--- config.mk ---
export PLATFORM = sky130hd
export DESIGN_NAME = cochlea_chan_ctrl
export DESIGN_NICKNAME = d
export VERILOG_FILES = /design/src/rtl/cochlea_ctrl_pkg.sv /design/src/rtl/cochlea_word_fifo.sv /design/src/rtl/cochlea_chan_ctrl.sv
export SDC_FILE = /design/constraint.sdc
export NUM_CORES = 1
export LEC_CHECK = 0
export ABC_AREA = 1
export BUFFER_PORTS_ARGS = -buffer_cell sky130_fd_sc_hd__buf_2
export CORE_UTILIZATION = 40
export DETAILED_ROUTE_END_ITERATION = 10
export GPL_TIMING_DRIVEN = 0
export PLACE_DENSITY_LB_ADDON = 0.3
export SLEW_MARGIN = 10
export SYNTH_ARGS = -nofsm -noshare
export SYNTH_HDL_FRONTEND = slang
export SYNTH_SLANG_ARGS = --single-unit
export TNS_END_PERCENT = 20
--- constraint.sdc ---
create_clock -name wb_clk_i -period 4.7 [get_ports wb_clk_i]
set_input_delay 0.235 -clock wb_clk_i [delete_from_list [all_inputs] [get_ports wb_clk_i]]
set_output_delay 0.235 -clock wb_clk_i [all_outputs]
set_load 0.01 [all_outputs]
--- src/rtl/cochlea_ctrl_pkg.sv ---
// Shared defaults for the cochlea channel controller and its output FIFO.
package cochlea_ctrl_pkg;

  localparam int DIV_W_DEF      = 8;
  localparam int WORD_W_DEF     = 16;
  localparam int FIFO_DEPTH_DEF = 4;

  // One extra pointer bit distinguishes full from empty.
  function automatic int fifoPtrWidth(input int depth);
    return $clog2(depth) + 1;
  endfunction

  localparam int FIFO_PTR_W = fifoPtrWidth(FIFO_DEPTH_DEF);

endpackage

--- src/rtl/cochlea_word_fifo.sv ---
// Synchronous word FIFO with a registered head word; reports pushes dropped
// while full so the owner can keep a sticky overflow flag.
module cochlea_word_fifo
  import cochlea_ctrl_pkg::*;
#(
  parameter int WIDTH = WORD_W_DEF,
  parameter int DEPTH = FIFO_DEPTH_DEF
) (
  input  logic             clk,
  input  logic             rst,
  input  logic             i_push,
  input  logic [WIDTH-1:0] i_data,
  input  logic             i_pop,
  output logic [WIDTH-1:0] o_data,
  output logic             o_valid,
  output logic             o_drop
);

  localparam int PTR_W = fifoPtrWidth(DEPTH);
  localparam int IDX_W = PTR_W - 1;

  logic [WIDTH-1:0] r_mem [DEPTH];
  logic [WIDTH-1:0] r_head;
  logic [WIDTH-1:0] w_headNext;
  logic [PTR_W-1:0] r_wrPtr;
  logic [PTR_W-1:0] r_rdPtr;
  logic [PTR_W-1:0] w_wrNext;
  logic [PTR_W-1:0] w_rdNext;
  logic [PTR_W-1:0] w_count;
  logic             w_empty;
  logic             w_full;
  logic             w_pop;
  logic             w_pushOk;

  assign w_count  = r_wrPtr - r_rdPtr;
  assign w_empty  = (w_count == '0);
  assign w_full   = (w_count == PTR_W'(DEPTH));
  assign w_pop    = i_pop && !w_empty;
  assign w_pushOk = i_push && (!w_full || w_pop);
  assign w_wrNext = r_wrPtr + PTR_W'(w_pushOk);
  assign w_rdNext = r_rdPtr + PTR_W'(w_pop);

  // The head follows the entry that will be at the read pointer next cycle,
  // bypassing the array when that entry is being written right now.
  always_comb begin
    w_headNext = r_head;
    if (w_wrNext != w_rdNext) begin
      if (w_pushOk && (r_wrPtr[IDX_W-1:0] == w_rdNext[IDX_W-1:0]))
        w_headNext = i_data;
      else
        w_headNext = r_mem[w_rdNext[IDX_W-1:0]];
    end
  end

  always_ff @(posedge clk) begin
    if (w_pushOk)
      r_mem[r_wrPtr[IDX_W-1:0]] <= i_data;
  end

  always_ff @(posedge clk or posedge rst) begin
    if (rst) begin
      r_wrPtr <= '0;
      r_rdPtr <= '0;
      r_head  <= '0;
    end else begin
      r_wrPtr <= w_wrNext;
      r_rdPtr <= w_rdNext;
      r_head  <= w_headNext;
    end
  end

  assign o_data  = r_head;
  assign o_valid = !w_empty;
  assign o_drop  = i_push && w_full && !w_pop;

endmodule

--- src/rtl/cochlea_chan_ctrl.sv ---
// Digital controller for one analog cochlea channel: switched-cap clocks, LO,
// comparator capture, feedback bit and word packing. Option: CHAN_LO_DEMOD_EN.
module cochlea_chan_ctrl
  import cochlea_ctrl_pkg::*;
#(
  parameter int DIV_W      = DIV_W_DEF,
  parameter int WORD_W     = WORD_W_DEF,
  parameter int FIFO_DEPTH = FIFO_DEPTH_DEF
) (
  input  logic              wb_clk_i,
  input  logic              wb_rst_i,
  input  logic              en,
  input  logic [DIV_W-1:0]  cclk_div,
  input  logic [DIV_W-1:0]  lo_div,
  output logic              cclk,
  output logic              div2,
  output logic              lo,
  output logic              fb1,
  input  logic              high_buf,
  input  logic              phi1b_dig,
  output logic [WORD_W-1:0] word_data,
  output logic              word_valid,
  input  logic              word_ready,
  output logic              overflow,
  input  logic              clr_ovf
);

  localparam int CNT_W = $clog2(WORD_W + 1);

  logic [DIV_W-1:0]  r_cclkCnt;
  logic [DIV_W-1:0]  r_loCnt;
  logic              r_cclk;
  logic              r_div2;
  logic              r_lo;
  logic [1:0]        r_phiSync;
  logic [1:0]        r_highSync;
  logic              r_phiPrev;
  logic              r_fb1;
  logic [WORD_W-1:0] r_shift;
  logic [CNT_W-1:0]  r_bitCnt;
  logic              r_ovf;
  logic              w_capture;
  logic              w_bit;
  logic              w_wordDone;
  logic              w_drop;

  // div2 and the LO counter both advance on the cycle cclk goes 0->1.
  always_ff @(posedge wb_clk_i or posedge wb_rst_i) begin
    if (wb_rst_i) begin
      r_cclkCnt <= '0;
      r_cclk    <= 1'b0;
      r_div2    <= 1'b0;
      r_loCnt   <= '0;
      r_lo      <= 1'b0;
    end else if (!en) begin
      r_cclkCnt <= '0;
      r_cclk    <= 1'b0;
      r_div2    <= 1'b0;
      r_loCnt   <= '0;
      r_lo      <= 1'b0;
    end else if (r_cclkCnt == '0) begin
      r_cclkCnt <= cclk_div;
      r_cclk    <= ~r_cclk;
      if (!r_cclk) begin
        r_div2 <= ~r_div2;
        if (r_loCnt == lo_div) begin
          r_loCnt <= '0;
          r_lo    <= ~r_lo;
        end else begin
          r_loCnt <= r_loCnt + DIV_W'(1);
        end
      end
    end else begin
      r_cclkCnt <= r_cclkCnt - DIV_W'(1);
    end
  end

  always_ff @(posedge wb_clk_i or posedge wb_rst_i) begin
    if (wb_rst_i) begin
      r_phiSync  <= '0;
      r_highSync <= '0;
      r_phiPrev  <= 1'b0;
    end else begin
      r_phiSync  <= {r_phiSync[0], phi1b_dig};
      r_highSync <= {r_highSync[0], high_buf};
      r_phiPrev  <= r_phiSync[1];
    end
  end

  assign w_capture = en && r_phiSync[1] && !r_phiPrev;

`ifdef CHAN_LO_DEMOD_EN
  assign w_bit = r_highSync[1] ^ r_lo;
`else
  assign w_bit = r_highSync[1];
`endif

  always_ff @(posedge wb_clk_i or posedge wb_rst_i) begin
    if (wb_rst_i)
      r_fb1 <= 1'b0;
    else if (w_capture)
      r_fb1 <= r_highSync[1];
  end

  // A full word sits one cycle in the packer and is pushed on the next edge,
  // even if en has just dropped, since it is no longer a partial word.
  assign w_wordDone = (r_bitCnt == CNT_W'(WORD_W));

  always_ff @(posedge wb_clk_i or posedge wb_rst_i) begin
    if (wb_rst_i) begin
      r_shift  <= '0;
      r_bitCnt <= '0;
    end else if (!en) begin
      r_shift  <= '0;
      r_bitCnt <= '0;
    end else if (w_capture) begin
      r_shift  <= {r_shift[WORD_W-2:0], w_bit};
      r_bitCnt <= w_wordDone ? CNT_W'(1) : r_bitCnt + CNT_W'(1);
    end else if (w_wordDone) begin
      r_bitCnt <= '0;
    end
  end

  cochlea_word_fifo #(
    .WIDTH (WORD_W),
    .DEPTH (FIFO_DEPTH)
  ) u_fifo (
    .clk     (wb_clk_i),
    .rst     (wb_rst_i),
    .i_push  (w_wordDone),
    .i_data  (r_shift),
    .i_pop   (word_ready),
    .o_data  (word_data),
    .o_valid (word_valid),
    .o_drop  (w_drop)
  );

  // A new drop wins over a coincident clear.
  always_ff @(posedge wb_clk_i or posedge wb_rst_i) begin
    if (wb_rst_i)
      r_ovf <= 1'b0;
    else if (w_drop)
      r_ovf <= 1'b1;
    else if (clr_ovf)
      r_ovf <= 1'b0;
  end

  assign cclk     = r_cclk;
  assign div2     = r_div2;
  assign lo       = r_lo;
  assign fb1      = r_fb1;
  assign overflow = r_ovf;

endmodule

# ---- Word level (Yosys, flattened, before mapping)
# Memories as Yosys holds them, arrays and structs flattened. A register that Yosys moved wholly into a read port is not among the register bits.
# Index checks and enable logic that the tools add are counted.
dict set report totals {
  ff_bits 53
  ram_bits 64
  input_bits 23
  out_inout_bits 22
  elab_cells 74
  n_memories 1
}
# memory depth width rd rd_ports_with_merged_regs wr line_no
set memory_table {}
lappend memory_table {u_fifo.r_mem 4 16 1 1 1 cochlea_word_fifo.sv:22} ;# logic [WIDTH-1:0] r_mem [DEPTH];
dict set report classes {
  add_sub_neg 6
  eq_ne 9
  mux 25
  bitwise_logic 3
  n_reduce_logical 16
}
# op n
set op_table {}
lappend op_table {{2-to-1 mux 8 bit} 6}
lappend op_table {{2-to-1 mux 16 bit} 2}
lappend op_table {{2-to-1 mux 5 bit} 4}
lappend op_table {{2-to-1 mux 1 bit} 13}
lappend op_table {{adder 8 x 1 -> 8 bit, second input constant} 1}
lappend op_table {{equality test 8 bit} 1}
lappend op_table {{logical NOT 8 bit} 1}
lappend op_table {{subtractor 8 x 1 -> 8 bit, second input constant} 1}
lappend op_table {{adder 3 x 1 -> 3 bit} 2}
lappend op_table {{logical AND 1 bit} 6}
lappend op_table {{!= test 2 x 1 -> 1 bit, second input constant} 3}
lappend op_table {{adder 5 x 1 -> 5 bit, second input constant} 1}
lappend op_table {{equality test 5 bit, second input constant} 1}
lappend op_table {{logical NOT 1 bit} 4}
lappend op_table {{equality test 3 bit, second input constant} 1}
lappend op_table {{logical NOT 3 bit} 1}
lappend op_table {{!= test 3 x 1 -> 1 bit, second input constant} 1}
lappend op_table {{!= test 3 bit} 1}
lappend op_table {{inverter 1 bit} 3}
lappend op_table {{AND reduction 3 bit} 1}
lappend op_table {{subtractor 3 bit} 1}
lappend op_table {{!= test 2 bit, second input constant} 1}
lappend op_table {{AND reduction 2 bit} 1}
lappend op_table {{nonzero test 2 bit} 1}
lappend op_table {{logical OR 1 bit} 1}

# ---- Logic depth before layout (Yosys ltp)
# Gate-level depths: netlist of the first run.
dict set report depth {
  word_depth 8
  mapped_depth 21
  ltp_nobuf 20
}

# ---- Modules after synthesis
# From an unflattened synthesis of the first run, not the netlist that was laid out.
dict set report unflattened {
  cells_unflattened 691
  area_unflattened_um2 6631.4
}
# mod n_inst cells_per_inst area_each_um2 seq_area_each_um2
set modules_own_cells {}
lappend modules_own_cells {cochlea_word_fifo 1 422 4254.1 2472.4}
lappend modules_own_cells {cochlea_chan_ctrl 1 269 2377.3 1176.1}

# ---- Worst setup path after synthesis of the first run
# Ideal clock, no wire load.
dict set report synth_path {
  path_type {reg-to-reg}
  start {reg u_fifo.r_wrPtr[0]}
  end {reg u_fifo.r_head[0], in the netlist u_fifo.o_data[0], read port of u_fifo.r_mem}
  setup_ns 0.116
  arrival_time_ns 2.805
  t_required_ns 4.584
  path_slack_ns 1.779
  stages_incl_launch_ff 19
  n_path_buf 3
  synth_period_minus_slack_ns 2.921
  cell_sequence {dfrtp_1 > inv_1 > ha_1 > nand2_1 > inv_1 > nand3_4 > nand3_4 > buf_1 > inv_1 > ha_1 > buf_2 > xor2_1 > nor2_4 > buf_4 > nand4_1 > nand2_1 > inv_1 > nand2_1 > nand2_1}
}
dict set report synth_via {
  word_cells_on_any_way 11
  cone_classes {add/sub (3); eq/ne (2); reduce/logical (6)}
}
# element line_no
set synth_lines {}
lappend synth_lines {{start, declared} cochlea_word_fifo.sv:25} ;# logic [PTR_W-1:0] r_wrPtr;
lappend synth_lines {{start signal, assigned} cochlea_word_fifo.sv:66} ;# r_wrPtr <= w_wrNext;
lappend synth_lines {{subtractor 3 bit (*)} cochlea_word_fifo.sv:35} ;# assign w_count = r_wrPtr - r_rdPtr;
lappend synth_lines {{logical NOT 3 bit (*)} cochlea_word_fifo.sv:36} ;# assign w_empty = (w_count == '0);
lappend synth_lines {{logical NOT 1 bit (*)} -}
lappend synth_lines {{named net word_valid} cochlea_chan_ctrl.sv:22} ;# output logic word_valid,
lappend synth_lines {{logical AND 1 bit (*)} cochlea_word_fifo.sv:38} ;# assign w_pop = i_pop && !w_empty;
lappend synth_lines {{adder 3 x 1 -> 3 bit (*)} cochlea_word_fifo.sv:41} ;# assign w_rdNext = r_rdPtr + PTR_W'(w_pop);
lappend synth_lines {{named net u_fifo.w_rdNext[1]} cochlea_word_fifo.sv:28} ;# logic [PTR_W-1:0] w_rdNext;
lappend synth_lines {{!= test 3 bit} cochlea_word_fifo.sv:47} ;# if (w_wrNext != w_rdNext) begin
lappend synth_lines {{end, declared} cochlea_word_fifo.sv:23} ;# logic [WIDTH-1:0] r_head;
# The timed path passes the listed nets; every way through them passes the cells marked *.
# A chain may end at the register's enable or synchronous reset.

# ---- Worst setup path in the final report of the first run
dict set report layout_path {
  start {reg u_fifo.r_wrPtr[0]}
  end {reg u_fifo.r_head[0], in the netlist u_fifo.o_data[0], read port of u_fifo.r_mem}
}
dict set report layout_via {
  word_cells_on_any_way 11
  cone_classes {add/sub (3); eq/ne (2); reduce/logical (6)}
}
# element line_no
set layout_lines {}
lappend layout_lines {{subtractor 3 bit (*)} cochlea_word_fifo.sv:35}
lappend layout_lines {{logical NOT 3 bit (*)} cochlea_word_fifo.sv:36}
lappend layout_lines {{logical NOT 1 bit (*)} cochlea_word_fifo.sv:38}
lappend layout_lines {{logical AND 1 bit (*)} cochlea_word_fifo.sv:38}
lappend layout_lines {{adder 3 x 1 -> 3 bit (*)} cochlea_word_fifo.sv:41}
lappend layout_lines {{named net u_fifo.w_rdNext[1]} cochlea_word_fifo.sv:28}
lappend layout_lines {{!= test 3 bit} cochlea_word_fifo.sv:47}
# Marks and branches as above.

==> results by group, run 1 <==
Outcome
  • Status: finished clean

Floorplan
  • Initial Util: 40.9%
  • I/O pin total: 45
  • Die Width: 126 um
  • Core area: 0.0151 sq mm
  • Row cnt: 45
  • Die height: 126 um
  • Die footprint: 0.0160 sq mm

Critical path
  • Crit path launch: u_fifo.r_wrPtr[0]
  • CP Class: flop to flop
  • Crit path DAT: 4.12 ns
  • Cell family with most CP delay: buffers and inverters
  • Most frequent CP cell: inv_1
  • RR Startpoint: u_fifo.r_wrPtr[0]
  • Crit-path max FO: 10
  • Req. time, crit path: 5.06 ns
  • Critical path launch point type: flop
  • Levels on crit path: 16
  • Buf+Inv Stages, Crit Path: 7
  • Crit path capture: u_fifo.o_data[0]
  • CP cell instances: inv_1, ha_1, nand2_1, inv_1, nand3_4, nand3_4, buf_1, inv_1, ha_1, buf_2, inv_1, clkbuf_1, nand3_1, nand3_1, nand2_1, nand2_1
  • CP max stage delay: 0.55 ns
  • R2r setup slk: 0.94 ns
  • R2R depth: 16
  • Worst path slowest cell: buf_1
  • FF-to-FF End: u_fifo.o_data[0]
  • Critical Path Sink Type: flop

STA
  • Final setup violation count: 0
  • Final Skew: 0.00510 ns
  • Hold Vio Cnt, Final: 0
  • Fin crit share: 80.0%
  • Measured slew at the worst slew-check pin: 0.690 ns
  • Period minus WS final: 3.76 ns
  • Aggregate negative setup slack: 0 ns
  • Max Freq: 266 MHz
  • RSZ-0062 raised after global routing: false
  • Worst rel slew slack: 54.0%
  • Final slew viol count: 0

CTS
  • Clock slew at reported path FFs: 0.06 ns
  • Clock latency on the worst-skew pair: 0.42 ns
  • CTS Buf Count: 17
  • CTS tree: built
  • CTS sink count: 133
  • Post-CTS sizing: 0
  • Postcts setup bufs: 0
  • CTS HTree Levels: 4
  • Hold_buf cts: 4
  • CTS max path bufs: 2
  • CTS root buf: clkbuf_16

Global route
  • Largest net degree at the start of global routing: 38
  • Tot GR Track Use: 19.0%
  • First-pass GRT wire length: 22.9 mm
  • Vias in the first global route: 4471
  • Initial antenna violation count: 0
  • Global route total overflow: 0

Layout
  • Register area: 0.00365 sq mm
  • Diode count: 0
  • Area growth syn-to-layout: 20.1%
  • Multi-input gate area: 0.00204 sq mm
  • Non-Filler Instances: 899
  • Final #Nets: 731
  • Fillers: 1354
  • Fraction of layout cells with a size suffix above 1: 16.5%

Synth
  • Synth top area share: 31.0%
  • Synth top area cells: edfxtp_1, dfrtp_1, nand2_1, inv_1, nand3_1
  • Synth Instances: 627
  • Post-synth cell types: 35
  • Synth warn: 0
  • Synth area leader: edfxtp_1
  • Post-synth EDFFs: 64
  • Post-synthesis sequential area ratio: 58.9%
  • Synthesized cell area: 0.00619 sq mm
  • Synthesized flop and latch total: 133
  • Ys flop type: dfrtp_1
  • Async SR Flop Fraction: 51.9%
  • Post-Syn Area per Cell: 9.88 sq um
  • Post-Syn Nets: 660

Min path
  • Hold Crit Class: primary input to flop
  • Hold Crit Start: cclk_div[6]

Power
  • Tot Pwr: 4370 uW
  • Pwr dens: 587 mW/mm^2
  • Leakage power: 0.00339 uW
  • Peak VDD IR: 0.309 mV

Detailed routing
  • Via count: 4574
  • Initial DRC count: 386
  • Final WL: 14.0 mm
  • Drt wl/cell: 15.6 um
  • Residual DRC: 0
  • Vias per inst: 5.09
  • Post-DRT Antenna Nets: 0
  • DRT Pass-1 Iters: 6

Placed design
  • DP HPWL: 9.22 mm
  • PortBufs: 43
  • Routability cong.: 0.834
  • Inst Count DP: 863

Flow run
  • Max_cap viols: 0
## state kept, by name, indices dropped and copies added, names as in the netlist, 2 cells and up
signal	flops
r_highSync	2
r_bitCnt	5
u_fifo.r_mem	64
r_shift	16
u_fifo.r_wrPtr	3
u_fifo.r_rdPtr	3
u_fifo.o_data	16
r_loCnt	8
r_cclkCnt	8
r_phiSync	2
## report_power, final
group	switching [uW]	internal (uW)	total, uW
Combinational	950	495	1440
Sequential	80.7	1350	1430
Clock	496	993	1490
Total	1530	2840	4370
## cells by family (layout without fill, tap and decap cells)
logic type / Yosys count / in the layout / share of synthesized area (%)
and+or+nand+nor: 284 / 284 / 23.1
DFF: 133 / 133 / 58.9
buffers and inverters: 126 / 210 / 8.24
AOI/OAI and AO/OA: 55 / 55 / 5.01
xor gates and xnor gates: 19 / 19 / 2.69
adders and majority gates: 10 / 10 / 2.02
## worst min path at each step
stage	to	slack, ns	cells past startpoint
finish	r_cclkCnt[6]	0.11	3
global route	r_cclkCnt[3]	0.15	3
CTS	r_cclkCnt[6]	0.10	3
detailed placement	r_loCnt[0]	0.28	2
global placement	r_highSync[1]	0.33	0
floorplan	r_highSync[0]	0.27	0
## worst register-to-register path: stages, from the launching register on
cell,delay [ns]
dfrtp_1,0.49
inv_1,0.17
ha_1,0.31
nand2_1,0.06
inv_1,0.09
nand3_4,0.10
nand3_4,0.13
buf_1,0.55
inv_1,0.11
ha_1,0.31
buf_2,0.21
inv_1,0.24
clkbuf_1,0.51
nand3_1,0.16
nand3_1,0.10
nand2_1,0.09
nand2_1,0.06
## placed cells by master (no fill, tap or decap), types with 10 or more instances in the layout
cell type	n
inv_1	97
o22ai_1	19
buf_2	52
nand2_1	130
o21ai_0	16
clkbuf_16	17
nor2_1	21
nand3_1	58
dfrtp_1	69
nand3b_1	33
ha_1	10
a21oi_1	13
edfxtp_1	64
nand4_1	18
xor2_1	13
## cell usage after synthesis, drive strengths merged, types with 16 or more instances
master	instances
nand2	136
buf	16
nand3b	33
edfxtp	64
nand3	63
nand4	18
inv	102
o22ai	19
o21ai	17
nor2	26
dfrtp	69
## per-stage QoR
step,util (%),hold WS [ns],setup slack (ns),instance area (sq um)
final,49.1,0.112,0.941,7440
after global routing,49.1,0.149,0.677,7440
after CTS,49.1,0.103,0.963,7440
after detailed placement,44.5,0.279,1.02,6730
after global placement,43.9,0.331,1.12,6640
after floorplan,-,0.266,1.78,6190
## per-layer routing
layer / wire length (um) / share of wire [%] / vias up / track usage [%]
met5: 0 / 0 / - / 0
met4: 256 / 1.8 / 0 / 8.01
met3: 890 / 6.4 / 20 / 5.40
met2: 6750 / 48 / 158 / 31.4
met1: 6080 / 43 / 2173 / 23.4
li1: - / - / 2223 / -
## layout make-up
class                      instances  share of cell area, %
multi-input combinational        368                   27.5
buffer                            22                   1.62
timing repair buffer              52                   4.46
tap                              188                   3.16
sequential                       133                   49.1
clock buffer                      19                   5.82
inverter                         104                   5.28
clock inverter                    13                   3.10
Power figures use the tool's default switching activity.
==> run 2: changes to the inputs <==
==> constraint.sdc (replaced) <==
create_clock -name wb_clk_i -period 3.75 [get_ports wb_clk_i]
set_input_delay 0.1875 -clock wb_clk_i [delete_from_list [all_inputs] [get_ports wb_clk_i]]
set_output_delay 0.1875 -clock wb_clk_i [all_outputs]
set_load 0.01 [all_outputs]
==> results by group, run 2 (synthesis gave the netlist of run 1 again) <==
Detailed routing
  • Vias per inst: 5.04
  • Final WL: 14.0 mm
  • Via count: 4525
  • Initial DRC count: 387
  • Residual DRC: 0
  • DRT Pass-1 Iters: 7
  • Post-DRT Antenna Nets: 0
  • Drt wl/cell: 15.6 um

CTS
  • Postcts setup bufs: 0
  • CTS root buf: clkbuf_16
  • Clock slew at reported path FFs: 0.06 ns
  • Clock latency on the worst-skew pair: 0.42 ns
  • Post-CTS sizing: 0
  • CTS tree: built
  • CTS HTree Levels: 4
  • CTS sink count: 133
  • CTS Buf Count: 17
  • CTS max path bufs: 2

Critical path
  • R2r setup slk: 0.44 ns
  • Critical Path Sink Type: flop
  • CP cell instances: inv_1, ha_1, inv_1, nand2_1, nand2_1, nand2_2, nand3_4, nand3_4, inv_1, ha_1, buf_2, inv_1, clkbuf_1, nand3_1, nand3_1, nand2_1, nand2_1
  • RR Startpoint: u_fifo.r_wrPtr[0]
  • Worst path slowest cell: clkbuf_1
  • CP Class: flop to flop
  • Crit path DAT: 3.68 ns
  • Crit-path max FO: 18
  • R2R depth: 17
  • Critical path launch point type: flop
  • Req. time, crit path: 4.11 ns
  • FF-to-FF End: u_fifo.o_data[0]
  • Crit path launch: u_fifo.r_wrPtr[0]
  • CP max stage delay: 0.52 ns

STA
  • Aggregate negative setup slack: 0 ns
  • Max Freq: 302 MHz
  • Final setup violation count: 0
  • Fin crit share: 88.4%
  • Final Skew: 0.00614 ns
  • RSZ-0062 raised after global routing: false
  • Worst rel slew slack: 56.7%
  • Hold Vio Cnt, Final: 0
  • Measured slew at the worst slew-check pin: 0.650 ns
  • Period minus WS final: 3.31 ns
  • Final slew viol count: 0

Global route
  • First-pass GRT wire length: 22.9 mm
  • Global route total overflow: 0
  • Vias in the first global route: 4471
  • Initial antenna violation count: 0
  • Largest net degree at the start of global routing: 38
  • Tot GR Track Use: 19.0%

Outcome
  • Status: finished clean

Floorplan
  • Die Width: 126 um
  • Initial Util: 40.9%
  • I/O pin total: 45
  • Die footprint: 0.0160 sq mm
  • Row cnt: 45
  • Core area: 0.0151 sq mm
  • Die height: 126 um

Min path
  • Hold Crit Class: primary input to flop
  • Worst hold path stage count: 3
  • Hold Crit Start: cclk_div[6]
  • Worst Hold Path EP: r_cclkCnt[6]

Power
  • Tot Pwr: 5480 uW
  • Internal power: 3560 uW
  • Leakage power: 0.00338 uW
  • NetSw: 1920 uW
  • Sw Share: 35.0%
  • Pwr dens: 737 mW/mm^2
  • Clock power frac: 34.1%
  • Combinational Power Share: 33.1%
  • Peak VDD IR: 0.391 mV
  • Sequential share of power: 32.8%

Placed design
  • DP HPWL: 9.22 mm
  • PortBufs: 43
  • Routability cong.: 0.834

Layout
  • Fillers: 1353
  • Area growth syn-to-layout: 20.0%
  • Final core utilization: 49.1%
  • Diode count: 0
  • Most frequent cells in the layout: nand2_1, inv_1, dfrtp_1, edfxtp_1, nand3_1
  • Number of flip-flops in the largest register: 64
  • Final #Nets: 730
  • Most common cell after layout, fill and taps aside: nand2_1
  • Fraction of layout cells with a size suffix above 1: 16.5%

Flow run
  • Max_cap viols: 0
[run 2: cell types whose count changed in the layout (fill, tap and decap cells not counted)]
| cell | before | now |
|---|---|---|
| buf_1 | 2 | 1 |
[run 2: final cells by class]
class                      count  area [sq um]  area share, %
clock inverter                13           230           3.10
buffer                        21           116           1.57
multi-input combinational    368          2040           27.5
tap                          188           235           3.16
clock buffer                  19           433           5.82
sequential                   133          3650           49.1
inverter                     104           393           5.29
timing repair buffer          52           332           4.46
[run 2: repair_timing]
action	CTS	global route
setup endpoints to repair	0	16
hold buffers	4	0
hold endpoints to repair	35	0
[run 2: per-layer routing]
metal	routed length, um	global-route usage, %	vias to the layer above	part of all wire [%]
met2	6770	31.4	144	48
met1	6060	23.4	2138	43
met5	0	0	-	0
met3	885	5.40	20	6.3
li1	-	-	2223	-
met4	270	8.01	0	1.9
[run 2: worst max-delay path, delay by kind of cell, from the launching register on]
kind                     cells  cell delay [ns]
buffers and inverters        6             1.34
AND/OR/NAND/NOR              9             0.96
adder cells (fa/ha/maj)      2             0.45
flip-flops                   1             0.49
[run 2: power by group through the flow]
| stage | combinational, uW | clock [uW] | sequential, uW |
|---|---|---|---|
| detailed placement | 1790 | 0 | 1820 |
| finish | 1810 | 1870 | 1800 |
| floorplan | 1220 | 0 | 1860 |
| global route | 2030 | 1960 | 1820 |
| CTS | 1820 | 1890 | 1800 |
| global placement | 1750 | 0 | 1820 |
[run 2: worst max-delay path by stage]
stage / end / cells after the start / slack [ns]
after CTS: u_fifo.o_data[0] / 16 / 0.01
after global routing: u_fifo.o_data[0] / 17 / 0.19
after detailed placement: u_fifo.o_data[0] / 16 / 0.07
after floorplan: u_fifo.o_data[0] / 18 / 0.83
final: u_fifo.o_data[0] / 17 / 0.44
after global placement: u_fifo.o_data[0] / 16 / 0.17
[run 2: metrics by stage]
step	cells	area (sq um)	setup slack, ns	hold WS [ns]
after CTS	899	7440	0.0128	0.0557
final	898	7430	0.435	0.0629
after floorplan	627	6190	0.829	0.219
after global placement	858	6640	0.170	0.295
after global routing	898	7430	0.194	0.102
after detailed placement	863	6730	0.0656	0.231
